===== config.mk =====
export PLATFORM = sky130hd
export DESIGN_NAME = router_input_unit
export DESIGN_NICKNAME = d
export VERILOG_FILES = /design/src/rtl/router_input_unit.sv
export SDC_FILE = /design/constraint.sdc
export NUM_CORES = 1
export LEC_CHECK = 0
export CAP_MARGIN = 10
export CORE_MARGIN = 2
export CORE_UTILIZATION = 45
export CTS_CLUSTER_SIZE = 28
export DETAILED_ROUTE_END_ITERATION = 10
export DONT_BUFFER_PORTS = 1
export GPL_TIMING_DRIVEN = 1
export SLEW_MARGIN = 20
export SYNTH_ARGS = -nofsm -noshare
export SYNTH_HDL_FRONTEND = slang
export SYNTH_SLANG_ARGS = --single-unit

===== constraint.sdc =====
create_clock -name clk -period 5.1 [get_ports clk]
set_clock_uncertainty 0.1 [all_clocks]
set_input_delay 0.255 -clock clk [delete_from_list [all_inputs] [get_ports clk]]
set_output_delay 0.255 -clock clk [all_outputs]
set_load 0.1 [all_outputs]

===== src/rtl/router_input_unit.sv =====
`default_nettype none
// ============================================================================
// Module      : router_input_unit
// Description : Per-port input stage of a mesh router. Buffers link flits in
//               a small FIFO and computes west-first candidate output ports
//               for each head flit. It raises requests to the switch
//               allocator, holds the granted port for the whole packet
//               (wormhole) and presents granted flits to the crossbar.
// Ports       : clk, rst         - clock, asynchronous active-high reset
//               in_flit/in_valid - link flit input, accepted when in_ready
//               in_ready         - FIFO not full
//               cur_x/cur_y      - this router's mesh coordinates
//               req              - candidate output-port mask to allocator
//               grant            - one-hot allocator grant, same cycle as req
//               out_flit         - FIFO head flit to the crossbar
//               out_valid        - out_flit transfers this cycle
//               out_port         - output port index of the transfer
//               err              - one-cycle protocol error pulse
// Revision    : 1.0 - initial release
// ============================================================================
module router_input_unit #(
    parameter int FLIT_SIZE   = 32,
    parameter int DEPTH       = 4,
    parameter int COORD_WIDTH = 4,
    parameter int NUM_PORTS   = 5
) (
    input  logic                         clk,
    input  logic                         rst,
    input  logic [FLIT_SIZE-1:0]         in_flit,
    input  logic                         in_valid,
    output logic                         in_ready,
    input  logic [COORD_WIDTH-1:0]       cur_x,
    input  logic [COORD_WIDTH-1:0]       cur_y,
    output logic [NUM_PORTS-1:0]         req,
    input  logic [NUM_PORTS-1:0]         grant,
    output logic [FLIT_SIZE-1:0]         out_flit,
    output logic                         out_valid,
    output logic [$clog2(NUM_PORTS)-1:0] out_port,
    output logic                         err
);

    localparam int c_PTR_W  = $clog2(DEPTH);
    localparam int c_PORT_W = $clog2(NUM_PORTS);

    // Flit type encodings (top two bits of the flit)
    localparam logic [1:0] c_T_BODY   = 2'b00;
    localparam logic [1:0] c_T_HEAD   = 2'b01;
    localparam logic [1:0] c_T_TAIL   = 2'b10;
    localparam logic [1:0] c_T_SINGLE = 2'b11;

    // Port numbering
    localparam int c_P_LOCAL = 0;
    localparam int c_P_NORTH = 1;
    localparam int c_P_EAST  = 2;
    localparam int c_P_SOUTH = 3;
    localparam int c_P_WEST  = 4;

    // FSM states
    localparam logic [0:0] c_S_IDLE   = 1'b0;
    localparam logic [0:0] c_S_ACTIVE = 1'b1;

    localparam logic [c_PTR_W:0]    c_FULL_CNT = (c_PTR_W+1)'(DEPTH);
    localparam logic [c_PTR_W-1:0]  c_PTR_ONE  = c_PTR_W'(1);
    localparam logic [NUM_PORTS-1:0] c_PORT_ONE = NUM_PORTS'(1);

    // ------------------------------------------------------------------
    // FIFO storage
    // ------------------------------------------------------------------
    logic [FLIT_SIZE-1:0] r_mem [DEPTH];
    logic [c_PTR_W-1:0]   r_wr_ptr;
    logic [c_PTR_W-1:0]   r_rd_ptr;
    logic [c_PTR_W:0]     r_count;

    logic w_full;
    logic w_empty;
    logic w_push;
    logic w_pop;

    assign w_full   = (r_count == c_FULL_CNT);
    assign w_empty  = (r_count == '0);
    assign in_ready = !w_full;
    assign w_push   = in_valid && !w_full;

    // Data storage carries no reset; only the pointers define occupancy.
    always_ff @(posedge clk) begin
        if (w_push) begin
            r_mem[r_wr_ptr] <= in_flit;
        end
    end

    // Pointers wrap naturally because DEPTH is a power of two.
    always_ff @(posedge clk or posedge rst) begin
        if (rst) begin
            r_wr_ptr <= '0;
            r_rd_ptr <= '0;
            r_count  <= '0;
        end else begin
            if (w_push) begin
                r_wr_ptr <= r_wr_ptr + c_PTR_ONE;
            end
            if (w_pop) begin
                r_rd_ptr <= r_rd_ptr + c_PTR_ONE;
            end
            case ({w_push, w_pop})
                2'b10:   r_count <= r_count + 1'b1;
                2'b01:   r_count <= r_count - 1'b1;
                default: r_count <= r_count;
            endcase
        end
    end

    // ------------------------------------------------------------------
    // Head flit decode and west-first route computation
    // ------------------------------------------------------------------
    logic [FLIT_SIZE-1:0]   w_head;
    logic [1:0]             w_type;
    logic                   w_is_hd;
    logic [COORD_WIDTH-1:0] w_dest_x;
    logic [COORD_WIDTH-1:0] w_dest_y;
    logic [NUM_PORTS-1:0]   w_route;

    assign w_head   = r_mem[r_rd_ptr];
    assign out_flit = w_head;
    assign w_type   = w_head[FLIT_SIZE-1 -: 2];
    assign w_is_hd  = (w_type == c_T_HEAD) || (w_type == c_T_SINGLE);
    assign w_dest_y = w_head[COORD_WIDTH-1:0];
    assign w_dest_x = w_head[2*COORD_WIDTH-1:COORD_WIDTH];

    // Any westward hop must be taken first; otherwise every productive
    // direction among East/North/South is offered to the allocator.
    always_comb begin
        w_route = '0;
        if ((w_dest_x == cur_x) && (w_dest_y == cur_y)) begin
            w_route[c_P_LOCAL] = 1'b1;
        end else if (w_dest_x < cur_x) begin
            w_route[c_P_WEST] = 1'b1;
        end else begin
            w_route[c_P_EAST]  = (w_dest_x > cur_x);
            w_route[c_P_NORTH] = (w_dest_y > cur_y);
            w_route[c_P_SOUTH] = (w_dest_y < cur_y);
        end
    end

    // ------------------------------------------------------------------
    // Grant decode
    // ------------------------------------------------------------------
    logic                 w_grant_any;
    logic                 w_grant_onehot;
    logic [c_PORT_W-1:0]  w_grant_idx;

    assign w_grant_any    = (grant != '0);
    assign w_grant_onehot = w_grant_any && ((grant & (grant - c_PORT_ONE)) == '0);

    always_comb begin
        w_grant_idx = '0;
        for (int i = 0; i < NUM_PORTS; i++) begin
            if (grant[i]) begin
                w_grant_idx = c_PORT_W'(i);
            end
        end
    end

    // ------------------------------------------------------------------
    // FSM: state register
    // ------------------------------------------------------------------
    logic [0:0]          r_state;
    logic [0:0]          w_state_nxt;
    logic [c_PORT_W-1:0] r_locked;
    logic                w_lock_ld;

    always_ff @(posedge clk or posedge rst) begin
        if (rst) begin
            r_state  <= c_S_IDLE;
            r_locked <= '0;
        end else begin
            r_state <= w_state_nxt;
            if (w_lock_ld) begin
                r_locked <= w_grant_idx;
            end
        end
    end

    // ------------------------------------------------------------------
    // FSM: next-state logic
    // ------------------------------------------------------------------
    always_comb begin
        w_state_nxt = r_state;
        case (r_state)
            c_S_IDLE: begin
                if (out_valid && (w_type == c_T_HEAD)) begin
                    w_state_nxt = c_S_ACTIVE;
                end
            end
            c_S_ACTIVE: begin
                if (out_valid && (w_type == c_T_TAIL)) begin
                    w_state_nxt = c_S_IDLE;
                end
            end
            default: w_state_nxt = c_S_IDLE;
        endcase
    end

    // ------------------------------------------------------------------
    // FSM: output logic
    // A misplaced flit (body/tail in IDLE, head/single in ACTIVE) is popped
    // and discarded with no request, so a drop and a transfer can never
    // coincide and at most one pop happens per cycle.
    // ------------------------------------------------------------------
    logic [NUM_PORTS-1:0] w_lock_mask;
    assign w_lock_mask = c_PORT_ONE << r_locked;

    always_comb begin
        logic v_drop;
        logic v_grant_ok;

        req       = '0;
        v_drop    = 1'b0;
        w_pop     = 1'b0;
        out_valid = 1'b0;
        out_port  = '0;
        err       = 1'b0;
        w_lock_ld = 1'b0;

        if (!w_empty) begin
            if (r_state == c_S_IDLE) begin
                if (w_is_hd) begin
                    req = w_route;
                end else begin
                    v_drop = 1'b1;
                end
            end else begin
                if (w_is_hd) begin
                    v_drop = 1'b1;
                end else begin
                    req = w_lock_mask;
                end
            end
        end

        v_grant_ok = w_grant_onehot && (req != '0) && ((grant & ~req) == '0);

        if (v_drop) begin
            w_pop = 1'b1;
            err   = 1'b1;
        end

        if (w_grant_any) begin
            if (v_grant_ok) begin
                w_pop     = 1'b1;
                out_valid = 1'b1;
                if (r_state == c_S_IDLE) begin
                    out_port  = w_grant_idx;
                    w_lock_ld = 1'b1;
                end else begin
                    out_port = r_locked;
                end
            end else begin
                err = 1'b1;
            end
        end
    end

endmodule
`default_nettype wire


=== Word-level counts from Yosys, hierarchy flattened ===
Memories as Yosys holds them, arrays and structs flattened.
Index checks and enable logic that the tools add are counted.

* Output and inout port bits: 43
* Memories kept: 1
* Bits of input ports: 48
* Word-level logic and storage cells: 78
* Bits in registers: 11
* RAM bits: 128

* Shifts and indexed selects: 1
* Equality and inequality tests: 8
* Muxes and demuxes: 35
* Magnitude comparators: 4
* Bitwise logic cells: 4
* $add $sub $neg: 5
* Reduce and logical (&&, ||, !) cells: 15

{| class="wikitable"
|+ Memories
! memory !! depth !! bits a word !! rd ports !! clocked after Yosys merged registers in !! wr ports !! RTL line !! RTL
|-
| r_mem || 4 || 32 || 1 || 0 || 1 || 69 || <nowiki>logic [FLIT_SIZE-1:0] r_mem [DEPTH];</nowiki>
|}

{| class="wikitable"
|+ Operators by type and width
! cell !! count
|-
| 1-bit two-way mux || 21
|-
| 3-bit two-way mux || 7
|-
| 5-bit two-way mux || 4
|-
| 5-bit AND || 2
|-
| 5-bit logical NOT || 2
|-
| 5-bit nonzero test || 2
|-
| 4-bit equality test || 2
|-
| 4-bit > comparator || 2
|-
| 4-bit less-than comparator || 2
|-
| 1-bit logical AND || 7
|-
| 2-bit equality test (second input constant) || 3
|-
| 3-bit one-hot mux with 2 select lines || 1
|-
| 5-bit inverter || 1
|-
| 1-bit by 3-bit << shifter with 5-bit output (first input constant) || 1
|-
| 5-bit by 1-bit subtractor with 5-bit output (second input constant) || 1
|-
| 2-bit by 1-bit adder with 2-bit output (second input constant) || 2
|-
| 2-bit by 1-bit equality test with 1-bit output (second input constant) || 2
|-
| 4-bit two-way mux || 1
|-
| 3-bit by 1-bit adder with 3-bit output (second input constant) || 1
|-
| 3-bit equality test (second input constant) || 1
|-
| 3-bit logical NOT || 1
|-
| 3-bit by 1-bit subtractor with 3-bit output (second input constant) || 1
|-
| 1-bit one-hot mux with 2 select lines || 1
|-
| 2-bit nonzero test || 1
|-
| 3 further kinds || 3
|}

=== Longest topological paths before layout ===
An unclocked memory read counts as a cell.

* Word-level depth: 16
* Depth in mapped cells: 18
* Mapped depth without buffers: 16

=== Worst setup path after synthesis ===
Ideal clock, no wire load.

* Kind: reg-to-output
* From: reg r_rd_ptr[0]
* To: out err
* Setup slack: -1450 ps
* Cell stages (with the launch flop): 13
* Data arrival time: 6195 ps
* Required time: 4745 ps
* Cells stage by stage: dfrtp_1 buf_6 clkbuf_1 mux4_2 ha_1 nor2b_1 o211ai_1 a2111oi_4 a32oi_1 a41oi_1 nand3_1 inv_1 o21ai_0

* Cells in the longest elaborated chain, start to end: 13
* Elaborated cells between the ends (all ways): 32

{| class="wikitable"
|+ Ends and longest elaborated chain
! element !! RTL line !! RTL
|-
| from (decl) || 71 || <nowiki>logic [c_PTR_W-1:0] r_rd_ptr;</nowiki>
|-
| from (signal assigned) || 102 || <nowiki>r_rd_ptr <= r_rd_ptr + c_PTR_ONE;</nowiki>
|-
| memory 4 x 32 bit * || - ||
|-
| named net out_flit[5] || 36 || <nowiki>output logic [FLIT_SIZE-1:0] out_flit,</nowiki>
|-
| 4-bit less-than comparator (tied with other cells) || 135 || <nowiki>end else if (w_dest_x < cur_x) begin</nowiki>
|-
| 3-bit two-way mux (tied with other cells) || 135 ||
|-
| 4-bit two-way mux / 1-bit two-way mux (equally long branches) || 133 || <nowiki>if ((w_dest_x == cur_x) && (w_dest_y == cur_y)) begin</nowiki>
|-
| 5-bit two-way mux * || 226 || <nowiki>if (w_is_hd) begin</nowiki>
|-
| 5-bit two-way mux * || 225 || <nowiki>if (r_state == c_S_IDLE) begin</nowiki>
|-
| 5-bit two-way mux * || 224 || <nowiki>if (!w_empty) begin</nowiki>
|-
| 5-bit inverter || 240 || <nowiki>v_grant_ok = w_grant_onehot && (req != '0) && ((grant & ~req) == '0);</nowiki>
|-
| 5-bit AND || 240 ||
|-
| 5-bit logical NOT || 240 ||
|-
| 1-bit logical AND * || 240 ||
|-
| 1-bit two-way mux * || 248 || <nowiki>if (v_grant_ok) begin</nowiki>
|-
| 1-bit two-way mux * || 247 || <nowiki>if (w_grant_any) begin</nowiki>
|-
| to (decl) || 39 || <nowiki>output logic err</nowiki>
|}

The timed path passes the listed nets; every way through them passes the cells marked *.

=== Final worst setup path ===
* From: reg r_rd_ptr[0]
* To: out err

* Cells in the longest elaborated chain, start to end: 13
* Elaborated cells between the ends (all ways): 32

{| class="wikitable"
|+ Ends and longest elaborated chain
! element !! RTL line !! RTL
|-
| memory 4 x 32 bit * || - ||
|-
| 4-bit > comparator (tied with other cells) || 139 || <nowiki>w_route[c_P_NORTH] = (w_dest_y > cur_y);</nowiki>
|-
| 3-bit two-way mux (tied with other cells) || 135 ||
|-
| 4-bit two-way mux / 1-bit two-way mux (equally long branches) || 133 ||
|-
| 5-bit two-way mux || 226 ||
|-
| 5-bit two-way mux || 225 ||
|-
| 5-bit two-way mux || 224 ||
|-
| 5-bit inverter || 240 ||
|-
| 5-bit AND || 240 ||
|-
| 5-bit logical NOT || 240 ||
|-
| 1-bit logical AND || 240 ||
|-
| 1-bit two-way mux || 248 ||
|-
| 1-bit two-way mux * || 247 ||
|}

Every way passes the cells marked *; elsewhere a longest branch is shown, timed or not.

==> metrics.log <==
INFO  metric status = complete, no violations
INFO  metric synth.largest_area_cell = edfxtp_1
INFO  metric setup_viol_count_final = 0
INFO  metric avgRoutedWirePerCell = 19.8 um
INFO  metric route.antenna.remaining_nets = 0
INFO  metric std_cell_rows = 41
INFO  metric dpl.cell_count = 504
INFO  metric place_congestion = around 0.9
INFO  metric finish.instance_area = 7210 um2
INFO  metric post_route_cells_drive_above_1_share = 0.266
INFO  metric insertion_delay_of_the_later_clocked_pin_in_the_worst_skew_pair = just over 0.4 ns
INFO  metric yosysWarnings = 0
INFO  metric coreArea = ~13000 um2
INFO  metric most_used_cells_in_the_layout_excluding_fill_and_tap_cells = edfxtp_1 (128), dlygate4sd3_1 (34), mux4_2 (32)
INFO  metric post-route-worst-setup-slack = roughly 0.60 ns
INFO  metric clock_buffers_created_by_tritoncts = 17
INFO  metric yosys_register_bits = 139
INFO  metric route.detailed.drc = 0
INFO  metric timing.critical_path.from_type = register
INFO  metric drt-pass1-iter-count = 4
INFO  metric antenna_cells = 0
INFO  metric mappedNetlistNets = around 380
INFO  metric via_count_of_the_routed_design = approximately 3.1k
INFO  metric postPlaceCellArea = 6290 um2
INFO  metric syn_avg_cell_area = roughly 18 um2
INFO  metric achievable-frequency = 0.222 GHz
INFO  metric arr_time_crit_path = 4.15 ns
INFO  metric synth_enable_flop_cells = approximately 130
INFO  metric grt_antenna_before_repair = 0
INFO  metric numPortBuffers = 0
INFO  metric die_area = 14100 um2
INFO  metric clockBufferDepth = 2
INFO  metric period_share = 0.883
INFO  metric initialDrtViolationCount = 199
INFO  metric htree_levels = 4
INFO  metric final_max_slew_viol_count = 0
INFO  metric die_y = 119 um
INFO  metric tns = 0 ns
INFO  metric synth_top_cells_by_area = edfxtp_1 (65%), mux4_2 (12%), dfrtp_1 (4.7%)
INFO  metric largest_driver_fanout_on_the_critical_path = 12
INFO  metric setup_repair_after_global_routing_missed_its_margin = false
INFO  metric dp_hpwl = 7380 um
INFO  metric cts_num_sinks = between 100 and 150
INFO  metric max-slew-margin-rel = 0.235
INFO  metric chipWidth = 119 um
INFO  metric clkTransAtPathRegs = 0.06 ns
INFO  metric routed_wl = 11300 um
INFO  metric number_of_global_route_vias_before_repair = 3356
INFO  metric synth.yosys.seq_area_share = 0.696
INFO  metric layout.cells.most_common = edfxtp_1
INFO  metric synth_cell_types = 56
INFO  metric setup.worst_path.end_class = primary output
INFO  metric instances_no_fill = 570
INFO  metric max_slew.worst_pin.slew = 1.14 ns
INFO  metric initial_utilization = 0.465
INFO  metric final_period_minus_worst_setup_slack = 4.50 ns
INFO  metric timing.critical_path.required = between 4 and 5 ns
INFO  metric syn2layout_area_growth = 21.9%
INFO  metric layout.nets = 447
INFO  metric syn_area = 5920 um2
INFO  metric synth_async_sr_flop_share = 0.0791
INFO  metric root_buffer = clkbuf_16
INFO  metric global_route.usage.total = 0.172
INFO  metric hold_path_class = in -> reg
INFO  metric globalRouteOverflowTotal = 0
INFO  metric netlist.area_leader.share = 0.649
INFO  metric fillerInstances = 1024
INFO  metric drv_cap = 0
INFO  metric setup.worst_path.class = reg -> out
INFO  metric io_pins = 91
INFO  metric detail_route.vias_per_cell = 5.51
INFO  metric final_hold_viols = 0
INFO  metric cts_tree = done
INFO  metric pre_cts_ws = roughly 0.61 ns
INFO  metric ys_dominant_reg_cell = edfxtp_1
INFO  metric first_pass_grt_wire_length = 18300 um
INFO  metric grt_max_degree = 33
INFO  metric syn_inst = 322
[synth_stat cells, types with 3 or more instances]
cell type / n
edfxtp_1: 128
nand2b_1: 4
nand4_1: 3
mux2_1: 3
and2_1: 3
nand3_1: 3
ha_1: 13
xnor2_1: 4
nor2_1: 11
nand2_1: 4
inv_1: 24
and3_1: 5
mux4_2: 32
a21oi_1: 7
clkbuf_1: 8
o21ai_0: 6
dfrtp_1: 11
nor3_1: 7
[metrics by stage]
stage / hold WS [ns] / utilization
global route: 0.0544 / 0.567
CTS: 0.0280 / 0.567
global placement: 0.0853 / 0.495
detailed placement: 0.0848 / 0.495
floorplan: 0.00744 / -
finish: 0.0408 / 0.567
[cells by family after synthesis]
family / Yosys count / synth area share
compound gates: 34 / 0.0469
xor+xnor: 6 / 0.00888
fa+ha+maj: 14 / 0.0309
buf+inv: 37 / 0.0262
flops: 139 / 0.696
mux: 37 / 0.131
simple gates: 55 / 0.0604
[routing by layer]
metal,vias to the layer above,track usage,wire [um]
li1,1427,-,-
met1,1601,0.216,4810
met2,99,0.277,5530
met3,11,0.0656,797
met4,0,0.0551,127
met5,-,0,0
[state kept, by name, indices dropped and copies added (netlist names)]
| register | cells |
|---|---|
| r_mem | 128 |
| r_locked | 3 |
| r_state | 1 |
| r_rd_ptr | 2 |
| r_wr_ptr | 2 |
| r_count | 3 |
[layout make-up]
type	count	area, um2	share of cell area
repair buffers	56	531	0.0735
multi-input cells	146	1670	0.232
clock buffers	20	457	0.0633
clock inverters	12	121	0.0168
well taps	172	215	0.0298
inverters	25	93.8	0.0130
flip-flops and latches	139	4120	0.571
[worst paths after layout]
check,from,to,slack (ns),cells after the start
min,in_valid,r_wr_ptr[0],0.04,2
max reg2reg,r_rd_ptr[1],r_count[2],0.62,15
max,r_rd_ptr[0],err,0.60,13
min in group asynchronous,rst,r_rd_ptr[1],0.21,2
max in group asynchronous,rst,r_rd_ptr[0],4.35,2
min reg2reg,r_count[0],r_count[0],0.42,1
[timing repair]
item | in CTS | in global routing
setup buffers | 0 | 0
hold buffers | 34 | 0
endpoints found under the setup margin | 0 | 0
gates resized for setup | 0 | 0
hold endpoints to repair | 141 | 0
[critical path, cell delays in order, from the launching register on]
cell       delay (ns)
dfrtp_2          0.48
buf_4            0.31
mux4_2           0.58
inv_1            0.08
ha_1             0.15
nor2b_1          0.05
o211ai_1         0.30
a2111oi_4        0.16
a32oi_1          0.53
a41oi_1          0.24
nand3_1          0.30
inv_1            0.13
o21ai_2          0.21
buf_12           0.20
Power is not shown: default switching activity piles up to over one toggle a cycle in this logic, so the estimate is an artifact.
